<file path="src/rtl/cpu_pkg.sv">
// Shared definitions for the cpu_mc multicycle CPU: opcodes, FSM states, instruction fields.
package cpu_pkg;

    localparam int unsigned INSTR_W   = 24;
    localparam int unsigned OP_W      = 4;
    localparam int unsigned REG_IDX_W = 4;
    localparam int unsigned DADDR_W   = 16;
    localparam int unsigned IMM_W     = 8;

    localparam int unsigned OP_MSB   = 23;
    localparam int unsigned OP_LSB   = 20;
    localparam int unsigned DST_MSB  = 19;
    localparam int unsigned DST_LSB  = 16;
    localparam int unsigned RA_MSB   = 11;
    localparam int unsigned RA_LSB   = 8;
    localparam int unsigned RB_MSB   = 3;
    localparam int unsigned RB_LSB   = 0;
    localparam int unsigned IMM_MSB  = 7;
    localparam int unsigned ADDR_MSB = 15;

    typedef enum logic [OP_W-1:0] {
        OP_NOP  = 4'h0,
        OP_ADD  = 4'h1,
        OP_SUB  = 4'h2,
        OP_AND  = 4'h3,
        OP_OR   = 4'h4,
        OP_XOR  = 4'h5,
        OP_LDI  = 4'h6,
        OP_LD   = 4'h7,
        OP_ST   = 4'h8,
        OP_JMP  = 4'h9,
        OP_BRZ  = 4'hA,
        OP_SHL  = 4'hB,
        OP_SHR  = 4'hC,
        OP_MUL  = 4'hD,
        OP_HALT = 4'hE,
        OP_RSVD = 4'hF
    } opcode_e;

    typedef enum logic [1:0] {
        ST_FETCH = 2'd0,
        ST_EXEC  = 2'd1,
        ST_MEM   = 2'd2,
        ST_HALT  = 2'd3
    } state_e;

endpackage

</file>
<file path="src/rtl/cpu_alu.sv">
// Combinational ALU for cpu_mc: add/sub/logic/shift, and multiply when CPU_MC_MULT_EN is defined.
module cpu_alu
    import cpu_pkg::*;
#(
    parameter int unsigned DATA_W = 16
) (
    input  opcode_e             op_i,
    input  logic [DATA_W-1:0]   a_i,
    input  logic [DATA_W-1:0]   b_i,
    output logic [DATA_W-1:0]   y_o
);

    localparam int unsigned SH_W = $clog2(DATA_W);

    logic [SH_W-1:0] sh;
    assign sh = b_i[SH_W-1:0];

    always_comb begin
        y_o = '0;
        case (op_i)
            OP_ADD: y_o = a_i + b_i;
            OP_SUB: y_o = a_i - b_i;
            OP_AND: y_o = a_i & b_i;
            OP_OR:  y_o = a_i | b_i;
            OP_XOR: y_o = a_i ^ b_i;
            OP_SHL: y_o = a_i << sh;
            OP_SHR: y_o = a_i >> sh;
`ifdef CPU_MC_MULT_EN
            OP_MUL: y_o = DATA_W'(a_i * b_i);
`endif
            default: y_o = '0;
        endcase
    end

endmodule

</file>
<file path="src/rtl/cpu_mc.sv">
// Multicycle 24-bit-instruction CPU: FETCH/EXEC/MEM/HALT sequencer, PC, register file, data-memory handshake.
// Optional multiplier for opcode D is enabled by defining CPU_MC_MULT_EN.
module cpu_mc
    import cpu_pkg::*;
#(
    parameter int unsigned DATA_W  = 16,
    parameter int unsigned IADDR_W = 8,
    parameter int unsigned NREGS   = 16
) (
    input  logic                 clk,
    input  logic                 rst,
    input  logic [INSTR_W-1:0]   instr,
    output logic [IADDR_W-1:0]   iaddr,
    input  logic [DATA_W-1:0]    data_in,
    input  logic                 dmem_rdy,
    output logic                 data_rd,
    output logic                 data_wr,
    output logic [DADDR_W-1:0]   daddr,
    output logic [DATA_W-1:0]    data_out,
    output logic                 halted
);

    state_e               state_q, state_d;
    logic [IADDR_W-1:0]   pc_q, pc_d;
    logic [INSTR_W-1:0]   ir_q, ir_d;
    logic                 rd_q, rd_d;
    logic                 wr_q, wr_d;
    logic [DADDR_W-1:0]   daddr_q, daddr_d;
    logic [DATA_W-1:0]    dout_q, dout_d;
    logic                 halted_q, halted_d;

    logic [DATA_W-1:0]    regs_q [NREGS];

    logic                 rf_we;
    logic [REG_IDX_W-1:0] rf_waddr;
    logic [DATA_W-1:0]    rf_wdata;

    opcode_e              op;
    logic [REG_IDX_W-1:0] dst, ra, rb;
    logic [IMM_W-1:0]     imm8;
    logic [DADDR_W-1:0]   addr16;
    logic [DATA_W-1:0]    dst_val, ra_val, rb_val, alu_y;
    logic [IADDR_W-1:0]   pc_inc, jmp_tgt;

    assign op      = opcode_e'(ir_q[OP_MSB:OP_LSB]);
    assign dst     = ir_q[DST_MSB:DST_LSB];
    assign ra      = ir_q[RA_MSB:RA_LSB];
    assign rb      = ir_q[RB_MSB:RB_LSB];
    assign imm8    = ir_q[IMM_MSB:0];
    assign addr16  = ir_q[ADDR_MSB:0];

    // r0 is hardwired to zero on every read port
    assign dst_val = (dst == '0) ? '0 : regs_q[dst];
    assign ra_val  = (ra  == '0) ? '0 : regs_q[ra];
    assign rb_val  = (rb  == '0) ? '0 : regs_q[rb];

    assign pc_inc  = pc_q + IADDR_W'(1);
    assign jmp_tgt = IADDR_W'(imm8);

    cpu_alu #(.DATA_W(DATA_W)) u_alu (
        .op_i (op),
        .a_i  (ra_val),
        .b_i  (rb_val),
        .y_o  (alu_y)
    );

    // Next-state, PC, strobe and register-write decode
    always_comb begin
        state_d  = state_q;
        pc_d     = pc_q;
        ir_d     = ir_q;
        rd_d     = rd_q;
        wr_d     = wr_q;
        daddr_d  = daddr_q;
        dout_d   = dout_q;
        halted_d = halted_q;
        rf_we    = 1'b0;
        rf_waddr = dst;
        rf_wdata = alu_y;

        case (state_q)
            ST_FETCH: begin
                ir_d    = instr;
                state_d = ST_EXEC;
            end
            ST_EXEC: begin
                state_d = ST_FETCH;
                pc_d    = pc_inc;
                case (op)
                    OP_ADD, OP_SUB, OP_AND, OP_OR, OP_XOR, OP_SHL, OP_SHR: begin
                        rf_we = 1'b1;
                    end
                    OP_MUL: begin
`ifdef CPU_MC_MULT_EN
                        rf_we = 1'b1;
`endif
                    end
                    OP_LDI: begin
                        rf_we    = 1'b1;
                        rf_wdata = DATA_W'(imm8);
                    end
                    OP_LD: begin
                        rd_d    = 1'b1;
                        daddr_d = addr16;
                        pc_d    = pc_q;
                        state_d = ST_MEM;
                    end
                    OP_ST: begin
                        wr_d    = 1'b1;
                        daddr_d = addr16;
                        dout_d  = dst_val;
                        pc_d    = pc_q;
                        state_d = ST_MEM;
                    end
                    OP_JMP: pc_d = jmp_tgt;
                    OP_BRZ: begin
                        if (dst_val == '0) begin
                            pc_d = jmp_tgt;
                        end
                    end
                    OP_HALT: begin
                        pc_d     = pc_q;
                        halted_d = 1'b1;
                        state_d  = ST_HALT;
                    end
                    default: ;
                endcase
            end
            ST_MEM: begin
                // Address, data and strobe stay registered until the memory completes
                if (dmem_rdy) begin
                    rf_we    = rd_q;
                    rf_wdata = data_in;
                    rd_d     = 1'b0;
                    wr_d     = 1'b0;
                    pc_d     = pc_inc;
                    state_d  = ST_FETCH;
                end
            end
            ST_HALT: ;
            default: state_d = ST_FETCH;
        endcase
    end

    always_ff @(posedge clk or negedge rst) begin
        if (!rst) begin
            state_q  <= ST_FETCH;
            pc_q     <= '0;
            ir_q     <= '0;
            rd_q     <= 1'b0;
            wr_q     <= 1'b0;
            daddr_q  <= '0;
            dout_q   <= '0;
            halted_q <= 1'b0;
        end else begin
            state_q  <= state_d;
            pc_q     <= pc_d;
            ir_q     <= ir_d;
            rd_q     <= rd_d;
            wr_q     <= wr_d;
            daddr_q  <= daddr_d;
            dout_q   <= dout_d;
            halted_q <= halted_d;
        end
    end

    // Register file; writes to r0 are dropped
    always_ff @(posedge clk or negedge rst) begin
        if (!rst) begin
            for (int i = 0; i < int'(NREGS); i++) begin
                regs_q[i] <= '0;
            end
        end else if (rf_we && (rf_waddr != '0)) begin
            regs_q[rf_waddr] <= rf_wdata;
        end
    end

    assign iaddr    = pc_q;
    assign data_rd  = rd_q;
    assign data_wr  = wr_q;
    assign daddr    = daddr_q;
    assign data_out = dout_q;
    assign halted   = halted_q;

endmodule

</file>
<file path="config.mk">
export PLATFORM = sky130hd
export DESIGN_NAME = cpu_mc
export DESIGN_NICKNAME = d
export VERILOG_FILES = /design/src/rtl/cpu_pkg.sv /design/src/rtl/cpu_alu.sv /design/src/rtl/cpu_mc.sv
export SDC_FILE = /design/constraint.sdc
export NUM_CORES = 1
export LEC_CHECK = 0
export ABC_AREA = 1
export ABC_CLOCK_PERIOD_IN_PS = 5600
export CORE_ASPECT_RATIO = 1.25
export CORE_MARGIN = 3
export CORE_UTILIZATION = 33
export CTS_BUF_LIST = sky130_fd_sc_hd__clkbuf_4 sky130_fd_sc_hd__clkbuf_8 sky130_fd_sc_hd__clkbuf_16
export CTS_CLUSTER_DIAMETER = 200
export CTS_CLUSTER_SIZE = 24
export DETAILED_ROUTE_END_ITERATION = 6
export GPL_ROUTABILITY_DRIVEN = 0
export SYNTH_ARGS = -nofsm -noshare
export SYNTH_HDL_FRONTEND = slang
export SYNTH_SLANG_ARGS = --single-unit
</file>
<file path="constraint.sdc">
create_clock -name clk -period 5.6 [get_ports clk]
set_input_delay 0.56 -clock clk [delete_from_list [all_inputs] [get_ports clk]]
set_output_delay 0.56 -clock clk [all_outputs]
set_load 0.01 [all_outputs]
</file>
---- Yosys cells after proc, flatten, opt, wreduce, memory -nomap -nowiden ----
Index checks and enable logic that the tools add are counted.
storage, ports and cells
  register bits after elaboration ......... 325
  input port bits ......................... 43
  output and inout bits ................... 43
  logic and storage cells ................. 112
cells by class
  add/subtract/negate cells ............... 3
  magnitude comparators ................... 4
  equality and inequality tests ........... 19
  shifts and indexed selects .............. 2
  multiplexer cells ....................... 34
  bitwise gates (word level) .............. 6
  reduce and logical (&&, ||, !) cells .... 20
operators with widths
  cell                 count
  $bwmux 256           1
  $bmux 16 s4          3
  $mux 16              12
  $pmux 16 s7          1
  $demux 16 s4         1
  $pmux 16 s2          1
  $eq 4x4->1 const B   6
  $pmux 8 s3           1
  $add 16x16->16       1
  $and 16x16->16       1
  $eq 4x3->1 const B   4
  $logic_not 16->1     1
  $mux 8               2
  $or 16x16->16        1
  $pmux 8 s2           1
  $shl 16x4->16        1
  $shr 16x4->16        1
  $sub 16x16->16       1
  $xor 16x16->16       1
  $ge 5x5->1 const B   3
  $not 4->5            3
  $logic_not 4->1      3
  $reduce_and 3->1     3
  $add 8x1->8 const B  1
  other kinds (21)     34

---- Longest topological paths before layout ----
  word-level depth ........................ 10
  mapped depth ............................ 36
  mapped depth without buffers ............ 32

---- By module ----
Synthesis repeated with hierarchy kept, for this count alone.
second synthesis, totals
  cells, all modules ...................... 3,644
  area total of the unflattened synthesis .. 23,184.7 um^2
modules (own cells, without submodules)
  module   times used  cells each  area each (um^2)  sequential area each (um^2)
  cpu_mc   1           2,976       19,723.9          8,132.8
  cpu_alu  1           668         3,460.8           0.0

---- Worst setup path before layout ----
OpenSTA, ideal clock, no wires.
  path kind ............................... reg2reg
  from .................................... register ir_q[0]
  to ...................................... register regs_q[143] in the netlist's numbering
  library setup time ...................... 66 ps
  data arrival time ....................... 4,064 ps
  required time ........................... 5,534 ps
  path slack .............................. 1,470 ps
  cell stages (with the launch flop) ...... 35
  path buffers ............................ 5
  clock period less this slack ............ 4,130 ps
  cells stage by stage .................... dfrtp_1 -> buf_6 -> inv_4 -> buf_6 -> buf_6 -> nand2_1 -> nand3_1 -> nand3_1 -> nand3_1 -> nand2_1 -> nand2_2 -> buf_2 -> ha_1 -> inv_1 -> nor4_2 -> nor2_1 -> xor2_1 -> inv_1 -> ha_1 -> nand2_1 -> o21a_1 -> nand2_1 -> a21oi_1 -> o21ai_0 -> nand2_1 -> o21ai_0 -> inv_1 -> nand3_1 -> nand3_1 -> nand2_1 -> nand2_1 -> nand2_2 -> buf_6 -> nand2_1 -> nand2_1
on the way
  word-level cells in the longest chain between the ends .. 10
  elaborated cells between the ends (all ways) .. 18
  those cells by class .................... 2 x add/sub; 2 x shift; 9 x mux; 4 x bitwise; 1 x reduce/logical
RTL lines
  item                                         line                         text
  from (decl)                                  cpu_mc.sv:25                 logic [INSTR_W-1:0] ir_q, ir_d;
  from (signal assigned)                       cpu_mc.sv:158                ir_q <= ir_d;
  $not 4->5 (not written as such)              cpu_mc.sv:55                 assign rb_val = (rb == '0) ? '0 : regs_q[rb];
  $bmux 16 s4                                  cpu_mc.sv:55
  $mux 16 (not written as such) (2 in series)  cpu_mc.sv:55
  $mux 16 (*)                                  cpu_mc.sv:55
  $sub 16x16->16 (tied with other cells)       cpu_alu.sv:22                OP_SUB: y_o = a_i - b_i;
  $pmux 16 s7 (*)                              cpu_alu.sv:20                case (op_i)
  $mux 16 (on tied branches)                   cpu_mc.sv:131, cpu_mc.sv:89
  $pmux 16 s2 (*)                              cpu_mc.sv:81                 case (state_q)
  $bwmux 256 (*)                               cpu_mc.sv:174                regs_q[rf_waddr] <= rf_wdata;
  to (signal, indexed assignment)              cpu_mc.sv:174
  to (decl)                                    cpu_mc.sv:32                 logic [DATA_W-1:0] regs_q [NREGS];
Every way passes the cells marked *; elsewhere a longest branch is shown, timed or not. The select of a mux whose other input is x is not followed.
A chain may end at the register's enable or synchronous reset.

---- Worst setup path in the final report ----
  from .................................... register ir_q[0]
  to ...................................... register regs_q[207] in the netlist's numbering
The elaborated chain is that of the path after synthesis.

==> results.py <==
metrics = {
    "logic_synthesis": {
        "async_flop_share_pct": 100,
        "ys_top_cells_by_area": "dfrtp_1 34%, nand2_1 24%, nand3_1 6.9%, o21ai_0 6.8%, inv_1 5.9%",
        "syn-num-nets": 3836,
        "avgSynthCellArea_um2": 6.36,
        "ys_ff_latch": 325,
        "synth_top_area_cell": "dfrtp_1",
        "synthFlopType": "dfrtp_1",
        "yosys_warnings": 0,
        "yosys-top-cells-count": "1532 x nand2_1, 372 x inv_1, 330 x nand3_1",
        "ys_types": 53,
        "syn_area_um2": 23800,
        "synth_edf_count": 0,
        "ys_seq_area_share_pct": 34.2,
        "synth.most_common_cell": "nand2_1",
        "netlist.area_leader.share_pct": 34.2,
        "syn_inst": 3739,
    },
    "worst_setup_path": {
        "crit_required_ps": 6070,
        "start_kind": "register",
        "end_kind": "register",
        "rr_worst_depth": 29,
        "cp_top_family": "simple AND/OR/NAND/NOR gates",
        "crit_path_top_delay_cell": "dfrtp_4",
        "critPathKind": "register to register",
        "critPathMaxStageDelay_ps": 660,
        "path_buf_inv": 7,
        "cp_common_cell": "nand2_1",
        "critPathArrivalTime_ps": 5630,
        "cp_max_fo": 30,
        "crit_cells": 29,
    },
    "floorplan": {
        "die_w_um": 246,
        "dieArea_um2": 75400,
        "io_pins": 86,
        "num_rows": 109,
        "start_util_pct": 33.5,
        "die_y_um": 306,
        "core_area_um2": 71100,
    },
    "flow_run": {
        "max_cap_viol_count": 0,
    },
    "cells_and_area": {
        "layout-drive-gt1-share_pct": 5.01,
        "n_fill_cell": 7673,
        "syn2layout_area_growth_pct": 8.69,
        "nets": 3789,
        "instances_no_fill": 4638,
        "antenna_cells": 0,
    },
    "route": {
        "ant_nets": 0,
        "via_count": 24787,
        "wl_per_cell_um": 20.4,
        "drt_pre_antenna_iters": 7,
        "drt_iter0_drc": 2850,
        "drc": 0,
        "viasPerCell": 5.34,
        "wl_um": 94500,
    },
    "clocking": {
        "clock_latency_ps": 580,
        "ctsResizeCount": 0,
        "clk_pin_slew_ps": 110,
        "cts_tree": "built",
        "postCtsSetupRepairBufs": 0,
        "clkSinkCount": 325,
        "h-tree-depth": 1,
        "cts_root_buf": "clkbuf_16",
        "clock_path_buffers": 3,
        "numCtsBuffers": 17,
        "hold_buffers": 0,
    },
    "global_route": {
        "grt_pass1_wl_um": 143000,
        "gr-usage-all-layers_pct": 24.5,
        "grt_pass1_vias": 23381,
        "antenna_found_initial": 0,
        "overflow": 0,
        "grt_start_max_net_pins": 90,
    },
    "status": {
        "violations": "negative hold slack",
        "status": "finished, violations left",
    },
    "timing": {
        "fmax_mhz": 194,
        "period_needed_ps": 5170,
        "fin_skew_ps": 59.6,
        "worst_pin_slew_ps": 1120,
        "setup_slack_ps": 435,
        "setup_tns_ps": 0,
        "setup_viol": 0,
        "rsz0062_at_grt": "no",
        "holdWs_ps": -51.4,
        "slew_violations": 0,
        "slew_headroom_pct": 25.2,
        "min_period_over_period_pct": 92.2,
        "hold_viol": 9,
    },
    "place": {
        "place_ws_ps": 633,
        "place_inst": 4616,
        "dpl.hpwl_um": 64800,
        "portBuffers": 85,
    },
    "hold_path": {
        "hold_path_class": "primary input to async pin",
    },
}
-- cell type report --
class | count | area (um^2) | area share, %
inverter | 393 | 1480 | 5.71
clock buffer | 20 | 448 | 1.73
sequential | 325 | 8150 | 31.5
multi-input combinational | 2785 | 13000 | 50.2
clock inverter | 2 | 25.0 | 0.0968
timing repair buffer | 170 | 1610 | 6.21
tap | 943 | 1180 | 4.56
-- path summary, 6_finish.rpt --
kind | start | to | slack (ps)
max | ir_q[0] | regs_q[207] | 430
min | rst | regs_q[251] | -50
max reg2reg | ir_q[0] | regs_q[207] | 430
min reg2reg | regs_q[252] | regs_q[252] | 380
max in group asynchronous | rst | daddr[14] | 4380
min in group clk | regs_q[252] | regs_q[252] | 380
-- state kept, by name, indices dropped and copies added (netlist names) --
register  count
halted        1
iaddr         8
regs_q      256
data_rd       1
state_q       2
data_wr       1
data_out     16
ir_q         24
daddr        16
-- per-layer routing --
metal / part of all wire, % / global-route usage (%) / vias up / routed length [um]
li1: - / - / 11780 / -
met1: 40 / 31.4 / 11476 / 37800
met2: 45 / 39.6 / 1232 / 42900
met3: 8.3 / 3.67 / 299 / 7880
met4: 6.3 / 13.7 / 0 / 5940
met5: 0 / 0 / - / 0
-- cells by family (layout without fill, tap and decap cells) --
group | Yosys count | after routing | share of synthesized area [%]
xor+xnor | 24 | 24 | 0.883
fa+ha+maj | 54 | 54 | 2.87
buf+inv | 629 | 585 | 11.5
simple gates | 2077 | 2077 | 35.5
flops | 325 | 325 | 34.2
compound gates | 630 | 630 | 15.1
-- placed cells by master, fill, tap and decap left out, drive strengths merged, types with 9 or more instances in the layout --
cell           instances
xor2                  21
a22oi                 37
nand2               1559
nor2                 147
o211ai                82
clkbuf                20
a21oi                 95
ha                    53
o21ai                380
dfrtp                325
nand4                 18
inv                  383
nand3                332
clkdlybuf4s50         84
buf                   86
a221oi                 9
clkinv                12
-- metrics by stage --
step / utilization (%) / cell area [um^2] / hold slack (ps)
4_1_cts: 36.4 / 25900 / 19.2
2_1_floorplan: - / 23800 / 264
3_3_place_gp: 35.7 / 25400 / 366
3_5_place_dp: 35.7 / 25400 / 366
6_report: 36.4 / 25900 / -51.4
5_1_grt: 36.4 / 25900 / 25.0
Power is not shown: default switching activity piles up to over one toggle a cycle in this logic, so the estimate is an artifact.
